**src/rtl/pmod_jstk_paddle.sv**
```systemverilog
// PmodJSTK SPI master (mode 0, 5-byte poll per frame) that turns the joystick Y
// reading into a clamped paddle position moving at most STEP pixels per frame.
module pmod_jstk_paddle #(
    parameter int SCK_HALF = 25,
    parameter int CS_SETUP = 750,
    parameter int BYTE_GAP = 500,
    parameter int DEAD_LO  = 400,
    parameter int DEAD_HI  = 624,
    parameter int STEP     = 4,
    parameter int Y_MAX    = 430
) (
    input  logic       clk50M,
    input  logic       reset_n,
    input  logic       endofframe,
    output logic       cs,
    output logic       mosi,
    input  logic       miso,
    output logic       sck,
    output logic [9:0] y,
    output logic       isMoving,
    output logic [9:0] joy_y,
    output logic       sample_valid
);

    typedef enum logic [2:0] {ST_IDLE, ST_SETUP, ST_SHIFT, ST_GAP, ST_DONE} state_t;

    localparam logic [15:0] SETUP_LAST = 16'(CS_SETUP - 1);
    localparam logic [15:0] GAP_LAST   = 16'(BYTE_GAP - 1);
    localparam logic [15:0] SAMPLE_CNT = 16'(SCK_HALF - 1);
    localparam logic [15:0] BIT_LAST   = 16'(2 * SCK_HALF - 1);
    localparam logic [15:0] HALF_CNT   = 16'(SCK_HALF);
    localparam logic [9:0]  DLO        = 10'(DEAD_LO);
    localparam logic [9:0]  DHI        = 10'(DEAD_HI);
    localparam logic [9:0]  STP        = 10'(STEP);
    localparam logic [9:0]  YMAX       = 10'(Y_MAX);
    localparam logic [9:0]  YTOP_LIM   = 10'(Y_MAX - STEP);

    state_t      state_q, state_d;
    logic [15:0] cnt_q, cnt_d;
    logic [2:0]  bit_q, bit_d, byte_q, byte_d;
    logic [7:0]  shreg_q, shreg_d, byte2_q, byte2_d;
    logic [1:0]  byte3_q, byte3_d;
    logic        eof_q;
    logic        start_s;
    logic        cs_q, cs_d, sck_q, sck_d, mosi_q, mosi_d;
    logic [9:0]  y_q, y_d, joy_q, joy_d, y_next_s;
    logic        mov_q, mov_d, valid_q, valid_d;
    logic [7:0]  tx_s;

    assign start_s = endofframe & ~eof_q;

    // Candidate paddle position from the currently held joystick reading
    always_comb begin
        y_next_s = y_q;
        if (joy_q > DHI) begin
            y_next_s = (y_q < STP) ? 10'd0 : y_q - STP;
        end else if (joy_q < DLO) begin
            y_next_s = (y_q > YTOP_LIM) ? YMAX : y_q + STP;
        end else begin
            y_next_s = y_q;
        end
    end

    // Transaction sequencing, shifting, capture and paddle update
    always_comb begin
        state_d = state_q;
        cnt_d   = cnt_q;
        bit_d   = bit_q;
        byte_d  = byte_q;
        shreg_d = shreg_q;
        byte2_d = byte2_q;
        byte3_d = byte3_q;
        y_d     = y_q;
        mov_d   = mov_q;
        joy_d   = joy_q;
        valid_d = 1'b0;
        case (state_q)
            ST_IDLE: begin
                if (start_s) begin
                    y_d     = y_next_s;
                    mov_d   = (y_next_s != y_q);
                    cnt_d   = 16'd0;
                    state_d = ST_SETUP;
                end else begin
                    state_d = ST_IDLE;
                end
            end
            ST_SETUP: begin
                if (cnt_q == SETUP_LAST) begin
                    cnt_d   = 16'd0;
                    bit_d   = 3'd7;
                    byte_d  = 3'd0;
                    state_d = ST_SHIFT;
                end else begin
                    cnt_d = cnt_q + 16'd1;
                end
            end
            ST_SHIFT: begin
                if (cnt_q == BIT_LAST) begin
                    cnt_d = 16'd0;
                    if (bit_q == 3'd0) begin
                        // Only bytes 2 and 3 carry the Y reading
                        if (byte_q == 3'd2) begin
                            byte2_d = shreg_q;
                        end else if (byte_q == 3'd3) begin
                            byte3_d = shreg_q[1:0];
                        end else begin
                            byte2_d = byte2_q;
                        end
                        state_d = (byte_q < 3'd4) ? ST_GAP : ST_DONE;
                    end else begin
                        bit_d = bit_q - 3'd1;
                    end
                end else begin
                    cnt_d = cnt_q + 16'd1;
                    if (cnt_q == SAMPLE_CNT) begin
                        shreg_d = {shreg_q[6:0], miso};
                    end else begin
                        shreg_d = shreg_q;
                    end
                end
            end
            ST_GAP: begin
                if (cnt_q == GAP_LAST) begin
                    cnt_d   = 16'd0;
                    bit_d   = 3'd7;
                    byte_d  = byte_q + 3'd1;
                    state_d = ST_SHIFT;
                end else begin
                    cnt_d = cnt_q + 16'd1;
                end
            end
            ST_DONE: begin
                joy_d   = {byte3_q, byte2_q};
                valid_d = 1'b1;
                state_d = ST_IDLE;
            end
            default: begin
                state_d = ST_IDLE;
            end
        endcase
    end

    // SPI pins derived from the next state so they leave the flops glitch-free
    always_comb begin
        tx_s   = (byte_d == 3'd0) ? 8'h80 : 8'h00;
        cs_d   = !((state_d == ST_SETUP) || (state_d == ST_SHIFT) || (state_d == ST_GAP));
        sck_d  = (state_d == ST_SHIFT) && (cnt_d >= HALF_CNT);
        mosi_d = (state_d == ST_SHIFT) ? tx_s[bit_d] : 1'b0;
    end

    // State and output registers
    always_ff @(posedge clk50M or negedge reset_n) begin
        if (!reset_n) begin
            state_q <= ST_IDLE;
            cnt_q   <= 16'd0;
            bit_q   <= 3'd7;
            byte_q  <= 3'd0;
            shreg_q <= 8'h00;
            byte2_q <= 8'h00;
            byte3_q <= 2'b00;
            eof_q   <= 1'b0;
            cs_q    <= 1'b1;
            sck_q   <= 1'b0;
            mosi_q  <= 1'b0;
            y_q     <= 10'd215;
            mov_q   <= 1'b0;
            joy_q   <= 10'd512;
            valid_q <= 1'b0;
        end else begin
            state_q <= state_d;
            cnt_q   <= cnt_d;
            bit_q   <= bit_d;
            byte_q  <= byte_d;
            shreg_q <= shreg_d;
            byte2_q <= byte2_d;
            byte3_q <= byte3_d;
            eof_q   <= endofframe;
            cs_q    <= cs_d;
            sck_q   <= sck_d;
            mosi_q  <= mosi_d;
            y_q     <= y_d;
            mov_q   <= mov_d;
            joy_q   <= joy_d;
            valid_q <= valid_d;
        end
    end

    assign cs           = cs_q;
    assign sck          = sck_q;
    assign mosi         = mosi_q;
    assign y            = y_q;
    assign isMoving     = mov_q;
    assign joy_y        = joy_q;
    assign sample_valid = valid_q;

endmodule
```
**config.mk**
```make
export PLATFORM = sky130hd
export DESIGN_NAME = pmod_jstk_paddle
export DESIGN_NICKNAME = d
export VERILOG_FILES = /design/src/rtl/pmod_jstk_paddle.sv
export SDC_FILE = /design/constraint.sdc
export NUM_CORES = 1
export LEC_CHECK = 0
export ABC_CLOCK_PERIOD_IN_PS = 6200
export CORE_ASPECT_RATIO = 2
export CORE_MARGIN = 2
export CORE_UTILIZATION = 51
export CTS_BUF_LIST = sky130_fd_sc_hd__clkbuf_2
export CTS_CLUSTER_SIZE = 20
export DETAILED_ROUTE_END_ITERATION = 7
export PLACE_DENSITY_LB_ADDON = 0.2
export SLEW_MARGIN = 10
export SYNTH_ARGS = -nofsm -noshare
export SYNTH_HDL_FRONTEND = slang
export SYNTH_SLANG_ARGS = --single-unit
```
**constraint.sdc**
```tcl
create_clock -name clk50M -period 6.2 [get_ports clk50M]
set_clock_uncertainty 0.2 [all_clocks]
set_input_delay 0.62 -clock clk50M [delete_from_list [all_inputs] [get_ports clk50M]]
set_output_delay 0.62 -clock clk50M [all_outputs]
set_load 0.05 [all_outputs]
```
==> flow_summary.toml, run 1 <==
[outcome]
status = "finished, final reports clean"

[placement]
port_buffers = 28
dp_hpwl_um = 7790
globalplace.congestion = 0.988
placed_area_um2 = 4400

[setup_path]
r2r_cells = 7
crit_path_start_kind = "flip-flop"
crit_required_ps = 6420
cp-startpoint = "cnt_q[8]"
cp-end-kind = "flip-flop"
regToRegEndpoint = "sck"
crit_arrival_ps = 3690
regToRegSetupSlack_ps = 2730
path_class = "flip-flop to flip-flop"
worstPathMaxFanout = 20
timing.rr.start = "cnt_q[8]"

[timing]
finalSetupViolCount = 0
finalCriticalPeriod_ps = 3470
setup-tns-final_ps = 0
min_period_over_period_pct = 55.9
relSlewSlack_pct = 37.3
finalHoldViolations = 0
fmax_mhz = 288
grt_setup_unrepaired = "no"
drv_slew = 0
whs_ps = 22.8
worstMarginPinSlew_ps = 940

[route]
drc_errors = 0
vias_per_cell = 6.52
wl_um = 10600
vias = 3574
ant_nets = 0
drt-pass1-iter-count = 4
drt_iter0_markers = 227
wl_per_cell_um = 19.3

[logic_synthesis]
synth_edf_count = 0
synthTopCellsByCount = "58 x dfrtp_1, 35 x nand2_1, 30 x mux2_2, 30 x nor2_1, 29 x o21ai_0"
synth_top_area_share_pct = 35.1
ys_top_cells_by_area = "dfrtp_1 35%, mux2_2 8.2%, dfstp_2 7.0%"
synth_seq_area_share_pct = 42.1
netlist-cell-type-count = 78
synthCells = 428
synth_area_um2 = 4140
postSynth.asyncResetShare_pct = 100
synth_warnings = 0
synth_top_area_cell = "dfrtp_1"
yosysMostFrequentCell = "dfrtp_1"
syn_avg_cell_area_um2 = 9.66
synth_seq_cells = 69
synth_fp_nets = 443
synth_ff_type = "dfrtp_1"

[power_and_ir_drop]
vdd_drop_max_mv = 0.121
powerDensity_nw_per_um2 = 154
leakage_nw = 1.90

[layout]
layout-drive-gt1-share_pct = 17.5
syn_to_final_growth_pct = 8.71
fin_area_um2 = 4500
layout.nets = 461

[die]
dieArea_um2 = 8890
rows = 46
coreArea_um2 = 7890
die_h_um = 131
start_util_pct = 52.4
die_x_um = 67.7
num_io_pins = 29

[clock_network]
worstSkewPairLatency_ps = 550
cts_setup_buffers = 0
htreeDepth = 3
clk_pin_slew_worst_paths_ps = 210
clk_path_buf_depth = 2
cts_resized = 0
cts_hold_buf = 0
cts-root-buf = "clkbuf_2"
cts_num_sinks = 69
cts_tree = "yes"
cts_buffers = 9

[grt]
antenna_found_initial = 1
grt_pass1_wl_um = 17300
overflow = 0
grt_max_degree = 70
grt_use_total_pct = 25.8
grt_pass1_vias = 3557

[min_path]
hold_path_class = "primary input to async pin"

[job]
max-cap-violations = 0
critical path, cell delays in order (launching register included):
cell and delay (ps):
dfrtp_1 570, or4b_1 680, nor4b_4 430, o22ai_2 410, o21ai_4 410, o21ai_0 250
a2111oi_2 260, a31oi_1 130
through the flow:
stage	setup WS, ps	power (W)	instances	util, %
3_3_place_gp	2710	0.000474	531	55.9
2_1_floorplan	3240	0.000462	428	-
3_5_place_dp	2650	0.000474	531	55.9
4_1_cts	2810	0.000700	547	57.0
5_1_grt	2470	0.000723	548	57.0
6_report	2730	0.000691	548	57.0
layout by cell type, fill, tap and decap left out, types with 3 or more instances in the layout:
master,count
mux2_2,30
nand4_1,8
nor3_1,12
a21oi_1,19
nand2b_1,3
nand2_1,35
inv_1,23
and3_1,5
buf_4,3
dfstp_2,11
o21ai_0,29
ha_1,11
nand3_1,15
nor2_1,30
dfrtp_1,58
nor2b_1,4
a211oi_1,4
clkdlybuf4s50_1,27
o32ai_1,5
o21ai_1,5
or3_1,6
clkinvlp_4,3
a31oi_1,10
o31ai_1,6
clkbuf_2,10
a21boi_0,3
nor4_1,5
o211ai_1,8
power by group:
part / internal, W / total [W] / switching (W)
Sequential: 0.000452 / 0.000452 / 0.000000253
Clock: 0.0000525 / 0.000226 / 0.000173
Combinational: 0.00000273 / 0.0000135 / 0.0000108
Total: 0.000507 / 0.000691 / 0.000184
layout make-up:
| class | instances | area [um^2] |
|---|---|---|
| fillers | 713 | 3390 |
| multi-input cells | 312 | 2160 |
| flip-flops and latches | 69 | 1740 |
| repair buffers | 31 | 298 |
| well taps | 96 | 120 |
| inverters | 23 | 86.3 |
| clock buffers | 10 | 50.0 |
| clock inverters | 6 | 38.8 |
| diodes | 1 | 2.50 |
metal layers:
metal / vias up / track usage [%] / wire length, um
met3: 64 / 5.74 / 390
met2: 141 / 42.9 / 5540
met4: 0 / 19.7 / 833
met1: 1735 / 26.6 / 3810
li1: 1634 / - / -
met5: - / 0 / 0
cell families (layout without fill, tap and decap cells):
logic type / Yosys count / after routing / synth area share, %
AND/OR/NAND/NOR: 147 / 147 / 19.7
AO/OA/AOI/OAI: 121 / 121 / 20.4
flip-flops: 69 / 69 / 42.1
buffers and inverters: 47 / 70 / 5.69
multiplexers: 31 / 31 / 8.41
adder cells (fa/ha/maj): 11 / 11 / 3.33
XOR/XNOR: 2 / 2 / 0.424
other: 0 / 1 / 0
flip-flops by register name, summed over array words and instances (netlist names), 2 cells and up:
signal	cells
cnt_q	16
joy_y	10
y	10
byte2_q	8
shreg_q	8
bit_q	3
byte_q	3
state_q	3
byte3_q	2
worst max path at each step:
| stage | endpoint | slack, ps | depth (start not counted) |
|---|---|---|---|
| finish | sck | 2730 | 7 |
| global route | isMoving | 2470 | 8 |
| CTS | sck | 2810 | 7 |
| detailed placement | sck | 2650 | 8 |
| global placement | sck | 2710 | 8 |
| floorplan | isMoving | 3240 | 9 |
(Power assumes the default switching activity.)
==> run 2, diff against run 1 <==
Settings changed: ABC_CLOCK_PERIOD_IN_PS 6200 to 3100.
Clock period 6.2 ns to 3.1 ns, I/O delays scaled along.
==> flow_summary.toml, run 2 (synthesis results as in run 1) <==
[outcome]
status = "finished, final reports clean"

[clock_network]
htreeDepth = 3
cts_tree = "yes"
cts_buffers = 9
worstSkewPairLatency_ps = 590
clk_pin_slew_worst_paths_ps = 240
cts_num_sinks = 69
cts-root-buf = "clkbuf_2"
clk_path_buf_depth = 2

[layout]
layout-drive-gt1-share_pct = 28.9
fillCellCount = 669
final_common_cell = "dfrtp_1"
layout.nets = 512
final-instance-count-excl-fill = 599
layout_common_cells = "58 x dfrtp_1, 49 x buf_4, 35 x nand2_1"
multiInputGateArea_um2 = 2270
largest-register = "cnt_q"
largest_reg_flops = 16
seq_area_um2 = 1740
syn_to_final_growth_pct = 21.9

[timing]
whs_ps = 169
worstMarginPinSlew_ps = 873
relSlewSlack_pct = 41.8
finalSetupViolCount = 0
drv_slew = 0
fmax_mhz = 326
finalHoldViolations = 0
finalCriticalPeriod_ps = 3070
grt_setup_unrepaired = "yes"
min_period_over_period_pct = 99.0

[min_path]
hold_path_class = "primary input to flip-flop"

[die]
start_util_pct = 52.4
die_x_um = 67.7
rows = 46
coreArea_um2 = 7890
dieArea_um2 = 8890
num_io_pins = 29
die_h_um = 131

[setup_path]
cp-end-kind = "flip-flop"
crit_arrival_ps = 3350
crit_required_ps = 3380
path_class = "flip-flop to flip-flop"
crit_path_start_kind = "flip-flop"
worstPathMaxFanout = 7

[route]
wl_per_cell_um = 19.5
ant_nets = 0
vias = 3719
drc_errors = 0
drt_iter0_markers = 210
vias_per_cell = 6.21
drt-pass1-iter-count = 7
wl_um = 11700

[placement]
port_buffers = 28
globalplace.congestion = 0.971
dp_cells = 572
dp_hpwl_um = 8780

[grt]
overflow = 0
antenna_found_initial = 1
grt_use_total_pct = 28.1
grt_pass1_vias = 3782
grt_pass1_wl_um = 18500
grt_max_degree = 70

[job]
max-cap-violations = 0

[power_and_ir_drop]
leakage_nw = 2.20
vdd_drop_max_mv = 0.243
powerDensity_nw_per_um2 = 292
p_total_w = 0.00147
## run 2: routing by layer
metal / vias to the layer above / global-route usage (%) / part of all wire (%)
li1: 1730 / - / -
met1: 1792 / 26.9 / 33
met5: - / 0 / 0
met2: 136 / 49.1 / 56
met4: 0 / 21.7 / 7.9
met3: 61 / 5.31 / 3.8
## run 2: worst paths after layout
path / start / endpoint / slack, ps / cells after the start
hold / removal: miso / shreg_q[0] / 170 / 2
max in group asynchronous: reset_n / cnt_q[12] / 1890 / 3
min in group asynchronous: reset_n / byte2_q[6] / 190 / 3
setup reg to reg: cnt_q[1] / sck / 30 / 12
hold reg to reg: byte2_q[1] / joy_y[1] / 330 / 1
setup / recovery: cnt_q[1] / sck / 30 / 12
## run 2: layout make-up
class,instances,area share [%]
clock inverter,7,1.46
clock buffer,9,0.893
multi-input combinational,312,45.1
tap,96,2.38
antenna,1,0.0496
inverter,23,1.71
timing repair buffer,82,13.9
sequential,69,34.5
## run 2: stage by stage
stage | utilization (%) | TNS (ps) | instance area [um^2] | worst slack, ps
5_1_grt | 63.9 | -93.6 | 5040 | -83.6
2_1_floorplan | - | 0 | 4140 | 139
3_3_place_gp | 59.8 | 0 | 4710 | 115
4_1_cts | 61.5 | 0 | 4850 | 23.9
3_5_place_dp | 59.8 | 0 | 4710 | 79.3
6_report | 63.9 | 0 | 5040 | 32.1
## run 2: report_power, final
| part | switching [W] | leakage, nW | internal [W] | total (W) |
|---|---|---|---|---|
| sequential | 0.000000451 | 0.868 | 0.000904 | 0.000905 |
| clock | 0.000402 | 0.0741 | 0.000135 | 0.000537 |
| combinational | 0.0000218 | 1.25 | 0.00000712 | 0.0000289 |
## run 2: worst max-delay path: stages (launching register included)
cell,delay [ps]
dfrtp_1,440
inv_2,80
ha_4,110
or4b_4,470
nor4b_4,380
o22ai_4,150
buf_6,140
o211ai_1,250
buf_4,170
o221ai_2,90
a211oi_2,220
buf_4,160
a31oi_1,80
## run 2: what timing repair did
item	CTS	global route
endpoints found under the setup margin	0	2
setup buffers	0	8
endpoints found under the hold margin	59	0
resized for setup	0	27
hold buffers	2	0
